===== src/rtl/counter_scoreboard_if.sv =====
// Stimulus/result bundle for the counter reference model: the environment drives
// ENABLE/sb_D/sb_MODO and reads back the expected sb_Q/sb_RCO/sb_LOAD.
interface counter_scoreboard_if #(
    parameter int WIDTH = 4
);
    logic             ENABLE;
    logic [WIDTH-1:0] sb_D;
    logic [1:0]       sb_MODO;
    logic [WIDTH-1:0] sb_Q;
    logic             sb_RCO;
    logic             sb_LOAD;

    modport master (
        output ENABLE,
        output sb_D,
        output sb_MODO,
        input  sb_Q,
        input  sb_RCO,
        input  sb_LOAD
    );

    modport slave (
        input  ENABLE,
        input  sb_D,
        input  sb_MODO,
        output sb_Q,
        output sb_RCO,
        output sb_LOAD
    );
endinterface


===== src/rtl/counter_scoreboard.sv =====
// Cycle-accurate golden model of the 4-bit up/down/down-by-3/load counter.
// One-edge latency, all outputs registered; no handshake and no backpressure.
module counter_scoreboard #(
    parameter int WIDTH = 4
) (
    input  logic                  clk,
    input  logic                  RESET,
    counter_scoreboard_if.slave   bus
);
    localparam logic [1:0] MODE_UP    = 2'b00;
    localparam logic [1:0] MODE_DOWN  = 2'b01;
    localparam logic [1:0] MODE_DOWN3 = 2'b10;
    localparam logic [1:0] MODE_LOAD  = 2'b11;

    localparam logic [WIDTH-1:0] ONE   = WIDTH'(1);
    localparam logic [WIDTH-1:0] THREE = WIDTH'(3);
    localparam logic [WIDTH-1:0] ZERO  = '0;
    localparam logic [WIDTH-1:0] MAXV  = '1;

    logic [WIDTH-1:0] q;
    logic             rco;
    logic             load;

    // Flags default low every edge so they can never stick; an unknown mode
    // falls through to the default arm and behaves as a hold.
    always_ff @(posedge clk or negedge RESET) begin
        if (!RESET) begin
            q    <= ZERO;
            rco  <= 1'b0;
            load <= 1'b0;
        end else begin
            rco  <= 1'b0;
            load <= 1'b0;
            if (bus.ENABLE) begin
                case (bus.sb_MODO)
                    MODE_UP: begin
                        q   <= q + ONE;
                        rco <= (q == MAXV);
                    end
                    MODE_DOWN: begin
                        q   <= q - ONE;
                        rco <= (q == ZERO);
                    end
                    MODE_DOWN3: begin
                        q   <= q - THREE;
                        rco <= (q < THREE);
                    end
                    MODE_LOAD: begin
                        q    <= bus.sb_D;
                        load <= 1'b1;
                    end
                    default: ;
                endcase
            end
        end
    end

    assign bus.sb_Q    = q;
    assign bus.sb_RCO  = rco;
    assign bus.sb_LOAD = load;
endmodule


===== src/flat_wrapper.sv =====
// flat-port wrapper written by rule: the top's interface ports become plain ports
module counter_scoreboard_flat 
#(
    parameter int WIDTH = 4
)
  (clk, RESET, bus_ENABLE, bus_sb_D, bus_sb_MODO, bus_sb_Q, bus_sb_RCO, bus_sb_LOAD);
  counter_scoreboard_if #(.WIDTH(WIDTH)) bus_i ();
  input  logic clk;
  input  logic RESET;
  input wire logic [$bits(bus_i.ENABLE)-1:0] bus_ENABLE;
  input wire logic [$bits(bus_i.sb_D)-1:0] bus_sb_D;
  input wire logic [$bits(bus_i.sb_MODO)-1:0] bus_sb_MODO;
  output wire logic [$bits(bus_i.sb_Q)-1:0] bus_sb_Q;
  output wire logic [$bits(bus_i.sb_RCO)-1:0] bus_sb_RCO;
  output wire logic [$bits(bus_i.sb_LOAD)-1:0] bus_sb_LOAD;
  assign bus_i.ENABLE = bus_ENABLE;
  assign bus_i.sb_D = bus_sb_D;
  assign bus_i.sb_MODO = bus_sb_MODO;
  assign bus_sb_Q = bus_i.sb_Q;
  assign bus_sb_RCO = bus_i.sb_RCO;
  assign bus_sb_LOAD = bus_i.sb_LOAD;
  counter_scoreboard #(.WIDTH(WIDTH)) u_core (.clk(clk), .RESET(RESET), .bus(bus_i));
endmodule

===== config.mk =====
export PLATFORM = sky130hd
export DESIGN_NAME = counter_scoreboard_flat
export DESIGN_NICKNAME = d
export VERILOG_FILES = /design/src/rtl/counter_scoreboard_if.sv /design/src/rtl/counter_scoreboard.sv /design/src/flat_wrapper.sv
export SDC_FILE = /design/constraint.sdc
export NUM_CORES = 1
export LEC_CHECK = 0
export BUFFER_PORTS_ARGS = -buffer_cell sky130_fd_sc_hd__buf_2
export CORE_AREA = 10 10 47 49
export DETAILED_ROUTE_END_ITERATION = 7
export DIE_AREA = 0 0 57 59
export GPL_ROUTABILITY_DRIVEN = 0
export PLACE_DENSITY = 0.69
export SLEW_MARGIN = 20
export SYNTH_ARGS = -nofsm -noshare
export SYNTH_HDL_FRONTEND = slang
export SYNTH_SLANG_ARGS = --single-unit

===== constraint.sdc =====
create_clock -name clk -period 3.8 [get_ports clk]
set_clock_uncertainty 0.15 [all_clocks]
set_input_delay 0 -clock clk [delete_from_list [all_inputs] [get_ports clk]]
set_output_delay 0 -clock clk [all_outputs]
set_load 0.1 [all_outputs]

# == Yosys cells after proc, flatten, opt, wreduce, memory -nomap -nowiden ==
# Cells that the tools add are included.
# totals
ff_bits,6
input_bits,9
out_inout_bits,6
# op_classes
n_addsub,3
order_cmp,1
eq_ne,4
n_mux,5
reduce_logical,2
# ops
operator,n
4-bit one-hot mux with 4 select lines,1
"4-bit by 1-bit adder with 4-bit output, second input constant",1
"2-bit equality test, second input constant",2
"4-bit equality test, second input constant",1
4-bit zero test,1
"4-bit by 2-bit less-than comparator with 1-bit output, second input constant",1
"4-bit by 1-bit subtractor with 4-bit output, second input constant",1
"4-bit by 2-bit subtractor with 4-bit output, second input constant",1
1-bit 2-to-1 mux,3
1-bit one-hot mux with 3 select lines,1
"2-bit by 1-bit equality test with 1-bit output, second input constant",1
2-bit zero test,1

# == Longest topological paths before layout ==
# depth
word_depth,3
mapped_depth,9
mapped_depth_nobuf,8

# == Worst setup path before layout ==
# Ideal clock, no wire load.
# synth_timing
path_kind,reg2reg
startpoint,register u_core.q[1] (netlist: u_core.bus.sb_Q[1])
endpoint,register u_core.q[2] (netlist: u_core.bus.sb_Q[2])
setup_time_ns,0.071
t_arrival_ns,2.053
required_ns,3.579
setup_slack_ns,1.526
stages_incl_launch_ff,8
period_less_slack_ns,2.274
cell_sequence,dfrtp_1 > inv_1 > xnor2_1 > ha_1 > nor2b_1 > o31ai_1 > nand2_1 > nand3_1
# synth_between
elab_chain_cells,2
elab_cells_between_ends,4
cone_classes,3 x add/sub; 1 x mux
# synth_lines
element,line,rtl
from (decl),counter_scoreboard.sv:20,logic [WIDTH-1:0] q;
from (signal assigned),counter_scoreboard.sv:37,q <= q + ONE;
from (signal assigned),counter_scoreboard.sv:41,q <= q - ONE;
from (signal assigned),counter_scoreboard.sv:45,q <= q - THREE;
"4-bit by 2-bit subtractor with 4-bit output, or another cell as far along",counter_scoreboard.sv:45,
4-bit one-hot mux with 4 select lines (*),counter_scoreboard.sv:35,case (bus.sb_MODO)
# Mark *: on every way between the ends. The rest lies on a longest branch, timed or not.
# A chain may end at the register's enable or synchronous reset.

# == Worst setup path in the final report ==
# layout_timing
startpoint,input port bus_sb_MODO[1]
endpoint,register u_core.q[0] (netlist: u_core.bus.sb_Q[0])
# layout_between
elab_chain_cells,2
elab_cells_between_ends,5
cone_classes,3 x eq/ne; 1 x mux; 1 x reduce/logical
# layout_lines
element,line,rtl
from (decl),flat_wrapper.sv:12,input wire logic [$bits(bus_i.sb_MODO)-1:0] bus_sb_MODO;
"2-bit equality test, or another cell as far along",counter_scoreboard.sv:35,
4-bit one-hot mux with 4 select lines (*),counter_scoreboard.sv:35,
# Marked as above.

==> flow_summary.toml <==
[power_and_ir_drop]
p_seq_share_pct = 28.6
swShare_pct = 52.02
pwr-share-clk_pct = 17.5
p_sw_uw = 178.4
comb_power_share_pct = 53.8
ir_drop_mv = 0.2098
power.leakage_uw = 0.0003140
p_int_uw = 164.6
power_density_mw_per_mm2 = 532.3

[yosys]
async_flop_share_pct = 100.0
synth_cell_types = 28
yosys_warnings = 0
ys_ff_latch = 6
syn_area_per_cell_sq_um = 8.758
yosysSeqAreaShare_pct = 31.17
synth_edf_count = 0
synthFlopType = "dfrtp_1"
syn_area_sq_um = 481.7
netlist_instances = 55
synthesis.nets = 67

[cts]
insertion_delay_ps = 250
clkTransAtPathRegs_ps = 40
htreeDepth = 1
ctsRootBufferMaster = "clkbuf_4"
cts_tree = "built"
numCtsBuffers = 3
cts_resized = 0
clk_path_buf_depth = 2
cts_sinks = 6

[worst_setup_path]
reg2reg_slack_ps = 2120
cp-end-kind = "register"
worstPathRequired_ps = 3780
cp_max_fo = 15
criticalPathCategory = "in2reg"
critPathArrivalTime_ps = 1700
worstRegToRegCells = 7
reg2reg_from = "u_core.bus.sb_Q[1]"
setup.worst_path.start = "bus_sb_MODO[1]"
r2r-end = "u_core.bus.sb_Q[2]"
critical_path.startpoint_type = "input port"

[sta]
hold_ws_ps = -3.335
fin_crit_ps = 1716
max_freq_ghz = 0.5827
rsz0062_at_grt = "no"
timing.final.crit_share_pct = 45.16
setup_violations = 0
hold_violations = 1
tightest_slew_ps = 489.2
finalSetupTns_ps = 0
timing.slew.headroom_pct = 67.61
slew_viol_final = 0

[grt]
grt_usage_pct = 8.431
grt_pass1_wl_um = 2277
grt_max_degree = 16
antenna_found_initial = 0
overflow = 0
grt_pass1_vias = 524

[detailed_routing]
wirelength_um = 1301
firstDrtPassIters = 6
detail-route-antenna-nets = 0
drc_errors = 0
via_count = 484
avgRoutedWirePerCell_um = 14.14
via_per_inst = 5.261
drt_iter0_drc = 7

[floorplan]
core-area_sq_mm = 0.001401
chipWidth_um = 57
initial_core_util_pct = 34.38
die_h_um = 59
io_pins = 15
die_area_sq_mm = 0.003363
rows = 14

[placement]
dpl_cell_area_sq_um = 551.8
dpl.hpwl_um = 935.5
io_buffers = 14

[status]
status = "finished, violations left"
violations = "negative hold slack"

[worst_hold_path]
hold_start = "bus_sb_D[1]"
min_to = "u_core.bus.sb_Q[1]"
hold_class = "in2reg"
min_path_cells = 5

[cells_and_area]
final_cell_mix = "14 x buf_2, 7 x dlygate4sd3_1, 6 x dfrtp_1"
fin_nets = 90
utilization_pct = 45.98
fillers = 145
regArea_sq_um = 150.1
drive_above_1_share_pct = 28.95
fin_area_sq_um = 644.4
areaGrowthSynthToFinish_pct = 33.77
final_common_cell = "buf_2"
multi_input_area_sq_um = 300.3
diodes = 0

[run]
max-cap-violations = 0
==> stage by stage <==
stage	power [uW]	instances	setup slack [ps]
after global routing	366.0	92	1990
after detailed placement	276.9	82	2128
after floorplan	243.0	55	1526
after global placement	271.5	82	2203
final	343.0	92	2084
after CTS	344.6	92	2116
==> metal layers <==
metal | part of all wire, % | global-route usage, %
met4 | 3.1 | 6.711
met3 | 6.6 | 3.433
met5 | 0 | 0
met2 | 50 | 13.64
met1 | 40 | 8.444
==> power by group through the flow <==
stage | sequential [uW] | clock, uW | combinational, uW
6_report | 98.2 | 60.2 | 185
5_1_grt | 102 | 66.6 | 197
4_1_cts | 98.0 | 61.2 | 185
3_5_place_dp | 98.7 | 0 | 178
3_3_place_gp | 97.5 | 0 | 174
2_1_floorplan | 178 | 0 | 65.1
==> Yosys cell counts, drive strengths merged (2+ instances only) <==
cell type	instances	area (sq um)
a21oi	5	25.02
a31oi	3	18.77
buf	2	16.26
dfrtp	6	150.1
ha	3	37.54
inv	3	11.26
mux2i	2	20.02
nand2	5	18.77
nand3	2	10.01
nand3b	2	15.01
nor2	5	18.77
nor2b	2	20.02
o211ai	2	15.01
xor2	2	17.52
==> worst max-delay path, cell delays in order <==
cell	delay, ps
dlygate4sd3_1	520
buf_2	250
a21oi_1	100
a31oi_1	170
a21oi_1	100
dlygate4sd3_1	560
==> cell families after synthesis <==
kind of cell	after synthesis	synth area share, %
buf+inv	6	6.491
xor+xnor	3	5.456
fa+ha+maj	3	7.793
mux	2	4.156
simple gates	20	24.68
flops	6	31.17
compound gates	15	20.26
==> flip-flops by register name (all words and copies together) (netlist names) <==
signal	count
u_core.bus.sb_LOAD	1
u_core.bus.sb_Q	4
u_core.bus.sb_RCO	1
==> worst max path at each step <==
stage | depth (start not counted) | slack [ps] | endpoint
floorplan | 7 | 1530 | u_core.bus.sb_Q[2]
global placement | 7 | 2200 | u_core.bus.sb_Q[2]
detailed placement | 7 | 2130 | u_core.bus.sb_Q[2]
CTS | 7 | 2120 | u_core.bus.sb_Q[2]
global route | 9 | 1990 | u_core.bus.sb_Q[2]
finish | 6 | 2080 | u_core.bus.sb_Q[0]
==> cell type report <==
| class | instances | share of cell area, % |
|---|---|---|
| Multi-Input combinational cell | 43 | 46.60 |
| Tap cell | 16 | 3.107 |
| Sequential cell | 6 | 23.30 |
| Inverter | 3 | 1.748 |
| Clock buffer | 3 | 3.495 |
| Timing Repair Buffer | 21 | 21.75 |
==> what timing repair did <==
action                    in CTS  in global routing
setup buffers                  0                  0
hold endpoints to repair      12                  0
hold buffers                   7                  0
No activity file was read; power rests on OpenSTA's default activity.
